## config.mk

```make
export PLATFORM = sky130hd
export DESIGN_NAME = piso_shift_tx
export DESIGN_NICKNAME = d
export VERILOG_FILES = /design/src/rtl/piso_pkg.sv /design/src/rtl/piso_bit_counter.sv /design/src/rtl/piso_shift_tx.sv
export SDC_FILE = /design/constraint.sdc
export NUM_CORES = 1
export LEC_CHECK = 0
export CELL_PAD_IN_SITES_DETAIL_PLACEMENT = 1
export CELL_PAD_IN_SITES_GLOBAL_PLACEMENT = 2
export CORE_ASPECT_RATIO = 2
export CORE_MARGIN = 1
export CORE_UTILIZATION = 27
export CTS_CLUSTER_DIAMETER = 60
export DETAILED_ROUTE_END_ITERATION = 8
export HOLD_SLACK_MARGIN = 0.02
export PLACE_DENSITY = 0.73
export SLEW_MARGIN = 5
export SYNTH_ARGS = -nofsm -noshare
export SYNTH_HDL_FRONTEND = slang
export SYNTH_HIERARCHICAL = 1
export SYNTH_SLANG_ARGS = --single-unit
```

## constraint.sdc

```tcl
create_clock -name clk -period 1.9 [get_ports clk]
set_clock_uncertainty 0.1 [all_clocks]
set_input_delay 0.57 -clock clk [delete_from_list [all_inputs] [get_ports clk]]
set_output_delay 0.57 -clock clk [all_outputs]
set_load 0.005 [all_outputs]
```

## src/rtl/piso_pkg.sv

```systemverilog
// Shared types and frame-length helper for the PISO serial transmitter.
package piso_pkg;

    typedef enum logic {
        IDLE  = 1'b0,
        SHIFT = 1'b1
    } piso_state_t;

    function automatic int frame_len(input int width, input bit parity);
        return width + (parity ? 1 : 0);
    endfunction

endpackage

```

## src/rtl/piso_bit_counter.sv

```systemverilog
// Frame bit counter: load/clear/increment, saturating at LAST with a terminal-count flag.
module piso_bit_counter #(
    parameter int LAST = 7,
    parameter int CW   = 4
) (
    input  logic          clk,
    input  logic          rst,
    input  logic          load,
    input  logic          clear,
    input  logic          inc,
    input  logic [CW-1:0] load_value,
    output logic [CW-1:0] count,
    output logic          tc
);

    assign tc = (count == CW'(LAST));

    // Bit index of the frame bit currently on the serial line
    always_ff @(posedge clk or posedge rst) begin
        if (rst) begin
            count <= '0;
        end else if (load) begin
            count <= load_value;
        end else if (clear) begin
            count <= '0;
        end else if (inc && !tc) begin
            count <= count + CW'(1);
        end else begin
            count <= count;
        end
    end

endmodule

```

## src/rtl/piso_shift_tx.sv

```systemverilog
// Parallel-in/serial-out transmitter with valid/ready load and framed serial output.
// Define PISO_PARITY_EN to append an even-parity bit after the data bits.
module piso_shift_tx
    import piso_pkg::*;
#(
    parameter int WIDTH     = 8,
    parameter bit LSB_FIRST = 1'b1
) (
    input  logic             clk,
    input  logic             rst,
    input  logic             load_valid,
    output logic             load_ready,
    input  logic [WIDTH-1:0] load_data,
    output logic             ser_out,
    output logic             ser_valid,
    output logic             frame_start,
    output logic             frame_done
);

`ifdef PISO_PARITY_EN
    localparam bit PARITY = 1'b1;
`else
    localparam bit PARITY = 1'b0;
`endif
    localparam int FRAME_LEN = frame_len(WIDTH, PARITY);
    localparam int CW        = $clog2(FRAME_LEN + 1);

    piso_state_t          state;
    piso_state_t          next_state;
    logic [CW-1:0]        count;
    logic                 tc;
    logic                 accept;
    logic                 cnt_load;
    logic                 cnt_clear;
    logic                 cnt_inc;
    logic [FRAME_LEN-1:0] frame;
    logic [FRAME_LEN-1:0] shreg;

    assign accept = load_valid && load_ready;

    // Arrange the incoming word in transmit order: frame[0] goes out first
    always_comb begin
        frame = '0;
        for (int i = 0; i < WIDTH; i++) begin
            frame[i] = LSB_FIRST ? load_data[i] : load_data[WIDTH-1-i];
        end
`ifdef PISO_PARITY_EN
        frame[FRAME_LEN-1] = ^load_data;
`endif
    end

    // State register
    always_ff @(posedge clk or posedge rst) begin
        if (rst) begin
            state <= IDLE;
        end else begin
            state <= next_state;
        end
    end

    // Next-state logic; a word accepted in the last-bit cycle keeps us in SHIFT
    always_comb begin
        next_state = state;
        case (state)
            IDLE:    next_state = accept ? SHIFT : IDLE;
            SHIFT:   next_state = (tc && !accept) ? IDLE : SHIFT;
            default: next_state = IDLE;
        endcase
    end

    // Output and counter-control decode
    always_comb begin
        load_ready  = 1'b0;
        ser_valid   = 1'b0;
        frame_start = 1'b0;
        frame_done  = 1'b0;
        cnt_load    = accept;
        cnt_clear   = 1'b0;
        cnt_inc     = 1'b0;
        case (state)
            IDLE: begin
                load_ready = !rst;
            end
            SHIFT: begin
                load_ready  = !rst && tc;
                ser_valid   = 1'b1;
                frame_start = (count == '0);
                frame_done  = tc;
                cnt_clear   = tc && !accept;
                cnt_inc     = !tc;
            end
            default: begin
                load_ready = 1'b0;
            end
        endcase
    end

    piso_bit_counter #(
        .LAST (FRAME_LEN - 1),
        .CW   (CW)
    ) u_bit_counter (
        .clk        (clk),
        .rst        (rst),
        .load       (cnt_load),
        .clear      (cnt_clear),
        .inc        (cnt_inc),
        .load_value ('0),
        .count      (count),
        .tc         (tc)
    );

    // Serial datapath: the first bit is launched straight from the load word
    always_ff @(posedge clk or posedge rst) begin
        if (rst) begin
            ser_out <= 1'b0;
            shreg   <= '0;
        end else if (accept) begin
            ser_out <= frame[0];
            shreg   <= frame >> 1;
        end else if (state == SHIFT && !tc) begin
            ser_out <= shreg[0];
            shreg   <= shreg >> 1;
        end else begin
            ser_out <= 1'b0;
            shreg   <= '0;
        end
    end

endmodule

```

## Word-level counts from Yosys, hierarchy flattened

Index checks and enable logic that the tools add are counted.

| storage, ports and cells | value |
|---|---|
| input bits | 11 |
| bits in registers | 14 |
| logic and storage cells | 33 |
| output and inout bits | 5 |

| operators by class | value |
|---|---|
| muxes and demuxes | 16 |
| reductions and logical operators | 10 |
| eq/ne operators | 1 |
| bitwise gates (word level) | 1 |
| add/subtract/negate cells | 1 |

Operators with widths:

| operator | count |
|---|---|
| $mux W7 | 2 |
| $mux W4 | 3 |
| $mux W1 | 9 |
| $logic_and A1 B1 Y1 | 5 |
| $add A4 B1 Y4 const B | 1 |
| $eq A4 B3 Y1 const B | 1 |
| $logic_not A4 Y1 | 1 |
| $pmux W1 S2 | 2 |
| $logic_not A1 Y1 | 3 |
| $reduce_bool A3 Y1 | 1 |
| $not A1 Y1 | 1 |

## Depth between registers and ports, before layout

Gate-level depths: netlist of run 1.

| logic depth | value |
|---|---|
| depth after elaboration | 9 |
| mapped depth | 9 |
| gate-level depth less buffers | 7 |

## Modules after synthesis

The synthesis of run 1 kept the hierarchy.

Modules (own cells, without submodules):

| module | area each (um^2) | instances | cells an instance | seq. area each (um^2) |
|---|---|---|---|---|
| piso_shift_tx | 504.2 | 1 | 45 | 225.2 |
| piso_bit_counter | 259.0 | 1 | 30 | 100.1 |

## Least setup slack after synthesis of run 1

Ideal clock, no wire load.

| timing path | value |
|---|---|
| path kind | register to register |
| from | register u_bit_counter.count[0] |
| to | register u_bit_counter.count[3] |
| library setup time | 0.121 ns |
| cell stages (with the launch flop) | 8 |
| path slack | -0.120 ns |
| period minus slack after synthesis | 2.020 ns |
| path buffers | 1 |
| required time | 1.679 ns |
| arrival time | 1.799 ns |
| cell sequence | dfrtp_1 -> ha_1 -> and3b_1 -> nor2b_4 -> buf_6 -> nand4_1 -> mux2_1 -> a22o_1 |

| between the ends | value |
|---|---|
| elaborated cells between the ends (all ways) | 15 |
| those cells by class | add/sub: 1; eq/ne: 1; mux: 6; reduce/logical: 7 |

RTL lines:

| element | RTL line | RTL |
|---|---|---|
| from (decl) | piso_bit_counter.sv:12 | `output logic [CW-1:0] count,` |
| from (signal assigned) | piso_bit_counter.sv:23 | `count <= load_value;` |
| from (signal assigned) | piso_bit_counter.sv:27 | `count <= count + CW'(1);` |
| from (signal assigned) | piso_bit_counter.sv:29 | `count <= count;` |
| $eq A4 B3 Y1 | piso_bit_counter.sv:16 | `assign tc = (count == CW'(LAST));` |
| net tc | piso_shift_tx.sv:31 | `logic tc;` |
| $logic_not A1 Y1 | piso_shift_tx.sv:90 | `cnt_inc = !tc;` |
| $mux W1 | piso_shift_tx.sv:80 | `case (state)` |
| net cnt_inc | piso_shift_tx.sv:35 | `logic cnt_inc;` |
| $logic_and A1 B1 Y1 | piso_bit_counter.sv:26 | `end else if (inc && !tc) begin` |
| $reduce_bool A3 Y1 (no line) | -- |  |

The timed path passes the listed nets, and every way through them passes these cells. The select of a mux whose other input is x is not followed.
A chain may end at the register's enable or synchronous reset.

## Worst setup path in the final report of run 1

| timing path | value |
|---|---|
| from | register u_bit_counter.count[0] |
| to | output port load_ready |

| between the ends | value |
|---|---|
| longest elaborated chain between the ends | 3 |

RTL lines:

| element | RTL line | RTL |
|---|---|---|
| $eq A4 B3 Y1 | piso_bit_counter.sv:16 |  |
| net tc | piso_shift_tx.sv:31 |  |
| $logic_and A1 B1 Y1 | piso_shift_tx.sv:85 | `load_ready = !rst && tc;` |
| $pmux W1 S2 | piso_shift_tx.sv:80 |  |
| to (decl) | piso_shift_tx.sv:12 | `output logic load_ready,` |

The timed path passes the listed nets, and every way through them passes these cells.

==> key figures, run 1 <==
Run status
  • Status: finished with violations
  • Failing checks: setup timing

Global route
  • Antenna violations before repair: 0
  • Vias in the first global route: 808
  • GR Util All Layers: 0.177
  • Largest net degree at the start of global routing: 11
  • Total gr overflow: 0
  • First-pass GRT wire length: 3.68 mm

Critical path
  • Worst r2r dst: u_bit_counter/count[3]
  • Critical Path Fanout Max: 2
  • R2R Setup Slk: -120 ps
  • Crit. Startpoint: u_bit_counter/count[0]
  • CP peak stage delay: 380 ps
  • Crit Reg-Reg Startpoint: u_bit_counter/count[0]
  • Crit-path cells: ha_2 -> and3b_2 -> buf_6 -> nor2b_4 -> nor2_1 -> buf_2
  • Crit Path Category: register to output port
  • Crit-path slowest cell: dfrtp_1
  • R2r worst-path depth: 8
  • CP Launch Type: register
  • Critical Path End Type: output port
  • WP data required: 1230 ps
  • Buf/Inv on CP: 2
  • Arr. time, crit path: 1410 ps
  • CP top delay family: flip-flops

Yosys
  • Count of cell types in the netlist: 27
  • Post-synthesis adder-cell area fraction: 0.0164
  • Ys Warns: 6
  • Register area share after synthesis: 0.426
  • Xor/xnor share of the synthesized area: 0
  • Yosys reg bits: 13
  • Post-synthesis compound-gate area fraction: 0.192
  • Yosys top cell area share: 0.426
  • Post-synthesis simple-gate area fraction: 0.256
  • Area contributors post-synth: dfrtp_1, o31ai_2, nand3b_1, inv_1, nand2b_1
  • Post-Syn Area: 763 sq um
  • Largest family of logic cells by synthesized area: simple AND/OR/NAND/NOR gates
  • Post-synthesis mux area share: 0.0148
  • Post-Synthesis Cells: 75
  • Syn Area/Cell: 10.2 sq um
  • Largest area contributor in the netlist: dfrtp_1

Floorplan
  • Cell Rows: 27
  • Core Region: 2700 sq um
  • IO Count: 16
  • Die span in x: 39.6 um
  • Die height: 77.2 um
  • Die area: 3060 sq um
  • Starting density of the core: 0.282

Detailed routing
  • Initial drt markers: 11
  • Final ANT Viol Nets: 0
  • WL met3: 38 um
  • Via count: 700
  • Vias per inst: 4.79
  • Routed met1 length: 611 um
  • WL/cell: 14.0 um
  • Top sig layer: met4
  • DR pass1 iterations: 4
  • Routed wl met2: 1.28 mm
  • Drt total wl: 2.04 mm
  • DRC Markers: 0

Layout
  • Final Util: 0.452
  • Total Nets Final: 130
  • Commonest cells after routing, fill and taps aside: buf_4, clkdlybuf4s50_1, dfrtp_1
  • Diodes inserted: 0
  • Layout cells sized above 1: 0.444
  • Area grow syn2layout: 60.0%
  • Commonest non-fill, non-tap cell in the layout: buf_4

Placed design
  • IO Port Bufs: 15
  • HPWL Detailed: 1.54 mm
  • Final GP Congestion: 0.682
  • Place WS: -359 ps

Timing
  • Final Setup Violations: 7
  • Final Cycle Share: 1.09
  • Final worst path period need: 2080 ps
  • RSZ-0062 raised after global routing: yes
  • Final worst setup slack: -176 ps
  • Final Max Slew Viols: 0
  • Fmax: 0.482 GHz
  • Final TNS setup: -562 ps
  • Final hold violation count: 0
  • Hold slack: 392 ps

Power
  • Total Power: 1.87 mW
  • P_leak: 0.578 nW
  • PwrDens: 1530 nW/um^2
  • Maximum vdd ir drop: 0.630 mV

Worst hold path
  • Hold-critical path endpoint: shreg[5]
  • Hold_sp: shreg[6]
  • Worst hold path stage count: 2
  • HP Class: register to register

Clocking
  • Clock transition at path regs: 50 ps
  • Clock sinks: 13
  • Worst skew pair latency: 240 ps
  • CTS hold repair buffers: 0
  • Clock buffer depth: 2
  • CTS Root Cell: clkbuf_8
  • CTS tree: done
  • Total CTS buffers: 3
  • CTS H-tree depth: 1

Run
  • Max_cap viols: 0
## layout make-up
type	instances	area (sq um)
Timing Repair Buffer	38	329
Tap cell	29	36.3
Sequential cell	13	327
Fill cell	324	1480
Inverter	9	33.8
Multi-Input combinational cell	53	450
Clock buffer	4	45.0
## cells by family (layout without fill, tap and decap cells)
kind of cell               Yosys count  in the layout
buffers and inverters               13             51
adders and majority gates            1              1
muxes                                1              1
and+or+nand+nor                     31             31
DFF                                 13             13
other                                1              5
AOI/OAI and AO/OA                   15             15
## what timing repair did
action / CTS / global route
endpoints found under the setup margin: 8 / 7
resized for setup: 29 / 3
setup buffers: 10 / 0
cloned: 0 / 0
pin swaps: 10 / 5
## flip-flops by register name, summed over array words and instances, names as in the netlist
register,flops
state,1
ser_out,1
u_bit_counter/count,4
shreg,7
## stage by stage
step	instances	instance area, sq um
2_1_floorplan	79	800
3_3_place_gp	133	1050
3_5_place_dp	133	1050
4_1_cts	146	1210
5_1_grt	146	1220
6_report	146	1220
## synthesized netlist by cell type
library cell,n
a21oi_1,1
a22o_1,2
a22oi_1,2
and2_1,3
and3b_1,1
buf_2,1
buf_4,1
buf_6,2
conb_1,1
dfrtp_1,13
ha_1,1
inv_1,9
mux2_1,1
nand2_1,3
nand2b_1,4
nand3b_1,7
nand4_1,2
nor2_1,5
nor2b_4,1
nor3_1,3
nor3b_2,1
nor4_1,1
o21a_1,1
o21ai_0,2
o31ai_1,1
o31ai_2,5
o31ai_4,1
## where the power goes
part | internal, mW | leakage [nW] | total [mW] | switching [mW]
Sequential | 0.386 | 0.166 | 0.454 | 0.0680
Clock | 0.148 | 0.0228 | 0.245 | 0.0967
Combinational | 0.646 | 0.389 | 1.17 | 0.523
Total | 1.18 | 0.578 | 1.87 | 0.688
## layer usage
| metal | vias up | track usage |
|---|---|---|
| met5 | - | 0 |
| li1 | 339 | - |
| met3 | 8 | 0.00867 |
| met4 | 0 | 0.124 |
| met1 | 334 | 0.166 |
| met2 | 19 | 0.320 |
## how the worst max path moves through the flow
| stage | end | slack [ps] | cells after the start |
|---|---|---|---|
| 3_3_place_gp | load_ready | -360 | 3 |
| 5_1_grt | load_ready | -230 | 6 |
| 3_5_place_dp | load_ready | -360 | 3 |
| 6_report | load_ready | -180 | 6 |
| 4_1_cts | load_ready | -180 | 6 |
| 2_1_floorplan | u_bit_counter/count[3] | -30 | 7 |
## worst min-delay path: stages, from the launching register on
cell      delay (ps)
dfrtp_1          320
nand3b_1          70
o31ai_1           70
Power figures use the tool's default switching activity.
==> inputs of run 2 (changes only) <==
--- a/config.mk
+++ b/config.mk
@@ -7,13 +7,13 @@
 export LEC_CHECK = 0
 export CELL_PAD_IN_SITES_DETAIL_PLACEMENT = 1
 export CELL_PAD_IN_SITES_GLOBAL_PLACEMENT = 2
-export CORE_ASPECT_RATIO = 2
 export CORE_MARGIN = 1
 export CORE_UTILIZATION = 27
 export CTS_CLUSTER_DIAMETER = 60
 export DETAILED_ROUTE_END_ITERATION = 8
 export HOLD_SLACK_MARGIN = 0.02
 export PLACE_DENSITY = 0.73
+export RECOVER_POWER = 50
 export SLEW_MARGIN = 5
 export SYNTH_ARGS = -nofsm -noshare
 export SYNTH_HDL_FRONTEND = slang
==> key figures, run 2 (synthesis results as in run 1) <==
Layout
  • Commonest non-fill, non-tap cell in the layout: buf_4 (unchanged)
  • Regs by FF count: shreg x7, u_bit_counter/count x4 (unchanged)
  • Commonest cells after routing, fill and taps aside: buf_4, dfrtp_1, clkdlybuf4s50_1 (was buf_4, clkdlybuf4s50_1, dfrtp_1)
  • Max reg flops: 7 (unchanged)
  • Fill count: 304 (was 324)
  • Post-Layout Cell Count: 146 (unchanged)
  • Top reg by flops: shreg (unchanged)
  • Layout cells sized above 1: 0.405 (was 0.444)
  • Finished Cell Area: 1190 sq um (was 1220 sq um)
  • Total Nets Final: 129 (was 130)
  • Register area: 325 sq um (was 327 sq um)
  • Area grow syn2layout: 55.6% (was 60.0%)
  • Diodes inserted: 0 (unchanged)
  • Multi-input logic area: 439 sq um (was 450 sq um)

Worst hold path
  • HP Class: register to register (unchanged)
  • Worst hold path stage count: 2 (unchanged)

Run status
  • Status: finished with violations (unchanged)
  • Failing checks: setup timing (unchanged)

Detailed routing
  • Initial drt markers: 6 (was 11)
  • Vias per inst: 4.63 (was 4.79)
  • DRC Markers: 0 (unchanged)
  • WL/cell: 13.3 um (was 14.0 um)
  • Drt total wl: 1.94 mm (was 2.04 mm)
  • Via count: 676 (was 700)
  • Final ANT Viol Nets: 0 (unchanged)
  • DR pass1 iterations: 2 (was 4)

Clocking
  • Clock sinks: 13 (unchanged)
  • Clock transition at path regs: 80 ps (was 50 ps)
  • CTS tree: done (unchanged)
  • Total CTS buffers: 3 (unchanged)
  • Clock buffer depth: 2 (unchanged)
  • CTS H-tree depth: 1 (unchanged)
  • CTS Root Cell: clkbuf_4 (was clkbuf_8)
  • Worst skew pair latency: 280 ps (was 240 ps)

Timing
  • RSZ-0062 raised after global routing: yes (unchanged)
  • Final Max Slew Viols: 0 (unchanged)
  • Final worst path period need: 2120 ps (was 2080 ps)
  • Final TNS setup: -839 ps (was -562 ps)
  • Final hold violation count: 0 (unchanged)
  • Final Setup Violations: 7 (unchanged)
  • Fmax: 0.472 GHz (was 0.482 GHz)
  • Final Cycle Share: 1.12 (was 1.09)
  • Final worst setup slack: -220 ps (was -176 ps)

Floorplan
  • IO Count: 16 (unchanged)
  • Die area: 3040 sq um (was 3060 sq um)
  • Die height: 55.2 um (was 77.2 um)
  • Starting density of the core: 0.297 (was 0.282)
  • Core Region: 2570 sq um (was 2700 sq um)
  • Cell Rows: 18 (was 27)
  • Die span in x: 55.2 um (was 39.6 um)

Power
  • Maximum vdd ir drop: 0.786 mV (was 0.630 mV)
  • P_leak: 0.564 nW (was 0.578 nW)
  • PwrDens: 1490 nW/um^2 (was 1530 nW/um^2)

Global route
  • GR Util All Layers: 0.158 (was 0.177)
  • Largest net degree at the start of global routing: 12 (was 11)
  • Total gr overflow: 0 (unchanged)
  • Antenna violations before repair: 0 (unchanged)
  • First-pass GRT wire length: 3.31 mm (was 3.68 mm)
  • Vias in the first global route: 720 (was 808)

Run
  • Max_cap viols: 0 (unchanged)

Placed design
  • Final GP Congestion: 0.719 (was 0.682)
  • Dpl cells: 136 (was 133)
  • HPWL Detailed: 1.44 mm (was 1.54 mm)
  • IO Port Bufs: 15 (unchanged)
  • Placed cell area: 1070 sq um (was 1050 sq um)

Critical path
  • R2r worst-path depth: 8 (unchanged)
  • Arr. time, crit path: 1450 ps (was 1410 ps)
  • Crit Path Category: register to output port (unchanged)
  • Critical Path End Type: output port (unchanged)
  • CP Launch Type: register (unchanged)
  • WP data required: 1230 ps (about the same)
  • Critical Path Fanout Max: 2 (unchanged)
run 2: power by group:
part / internal, mW / switching, mW
Sequential: 0.383 / 0.0616
Clock: 0.0813 / 0.0926
Combinational: 0.651 / 0.505
run 2: what timing repair did:
action                                  CTS  global route
buffers inserted                          5             2
endpoints found under the setup margin    7             7
pin swaps                                 6             3
hold buffers                              0             0
resized for setup                        23             8
run 2: final timing paths:
path / from / endpoint / slack [ps]
worst max-delay path: u_bit_counter/count[0] / frame_done / -220
worst min-delay path: shreg[1] / shreg[0] / 400
worst max register to register: u_bit_counter/count[0] / u_bit_counter/count[0] / 0
worst min register to register: shreg[1] / shreg[0] / 400
max in group asynchronous: rst / shreg[1] / 700
min in group asynchronous: rst / u_bit_counter/count[2] / 660
run 2: worst max-delay path, stage by stage, from the launching register on:
cell and delay (ps):
dfrtp_1 400, ha_2 190, and3b_2 230, buf_6 120
and2_4 130, buf_6 110
run 2: area by class of cell:
type / count / area share
Sequential cell: 13 / 0.274
Inverter: 9 / 0.0285
Tap cell: 30 / 0.0316
Multi-Input combinational cell: 53 / 0.370
Clock buffer: 4 / 0.0221
Timing Repair Buffer: 37 / 0.274
run 2: metal layers:
layer  part of all wire  wire length [um]  global-route usage  up-vias
li1                   -                 -                   -      338
met1               0.46               887               0.194      324
met2               0.51               985               0.275       12
met3              0.025                48              0.0410        2
met4             0.0077                15              0.0375        0
met5                  0                 0                   0        -
run 2: per-stage QoR:
step / util / total power [mW] / worst slack [ps] / hold WS [ps]
floorplan: - / 1.03 / -31.4 / 236
global placement: 0.415 / 1.36 / -358 / 381
detailed placement: 0.415 / 1.38 / -378 / 389
CTS: 0.455 / 1.71 / -223 / 407
global route: 0.462 / 1.92 / -263 / 440
finish: 0.462 / 1.77 / -220 / 402
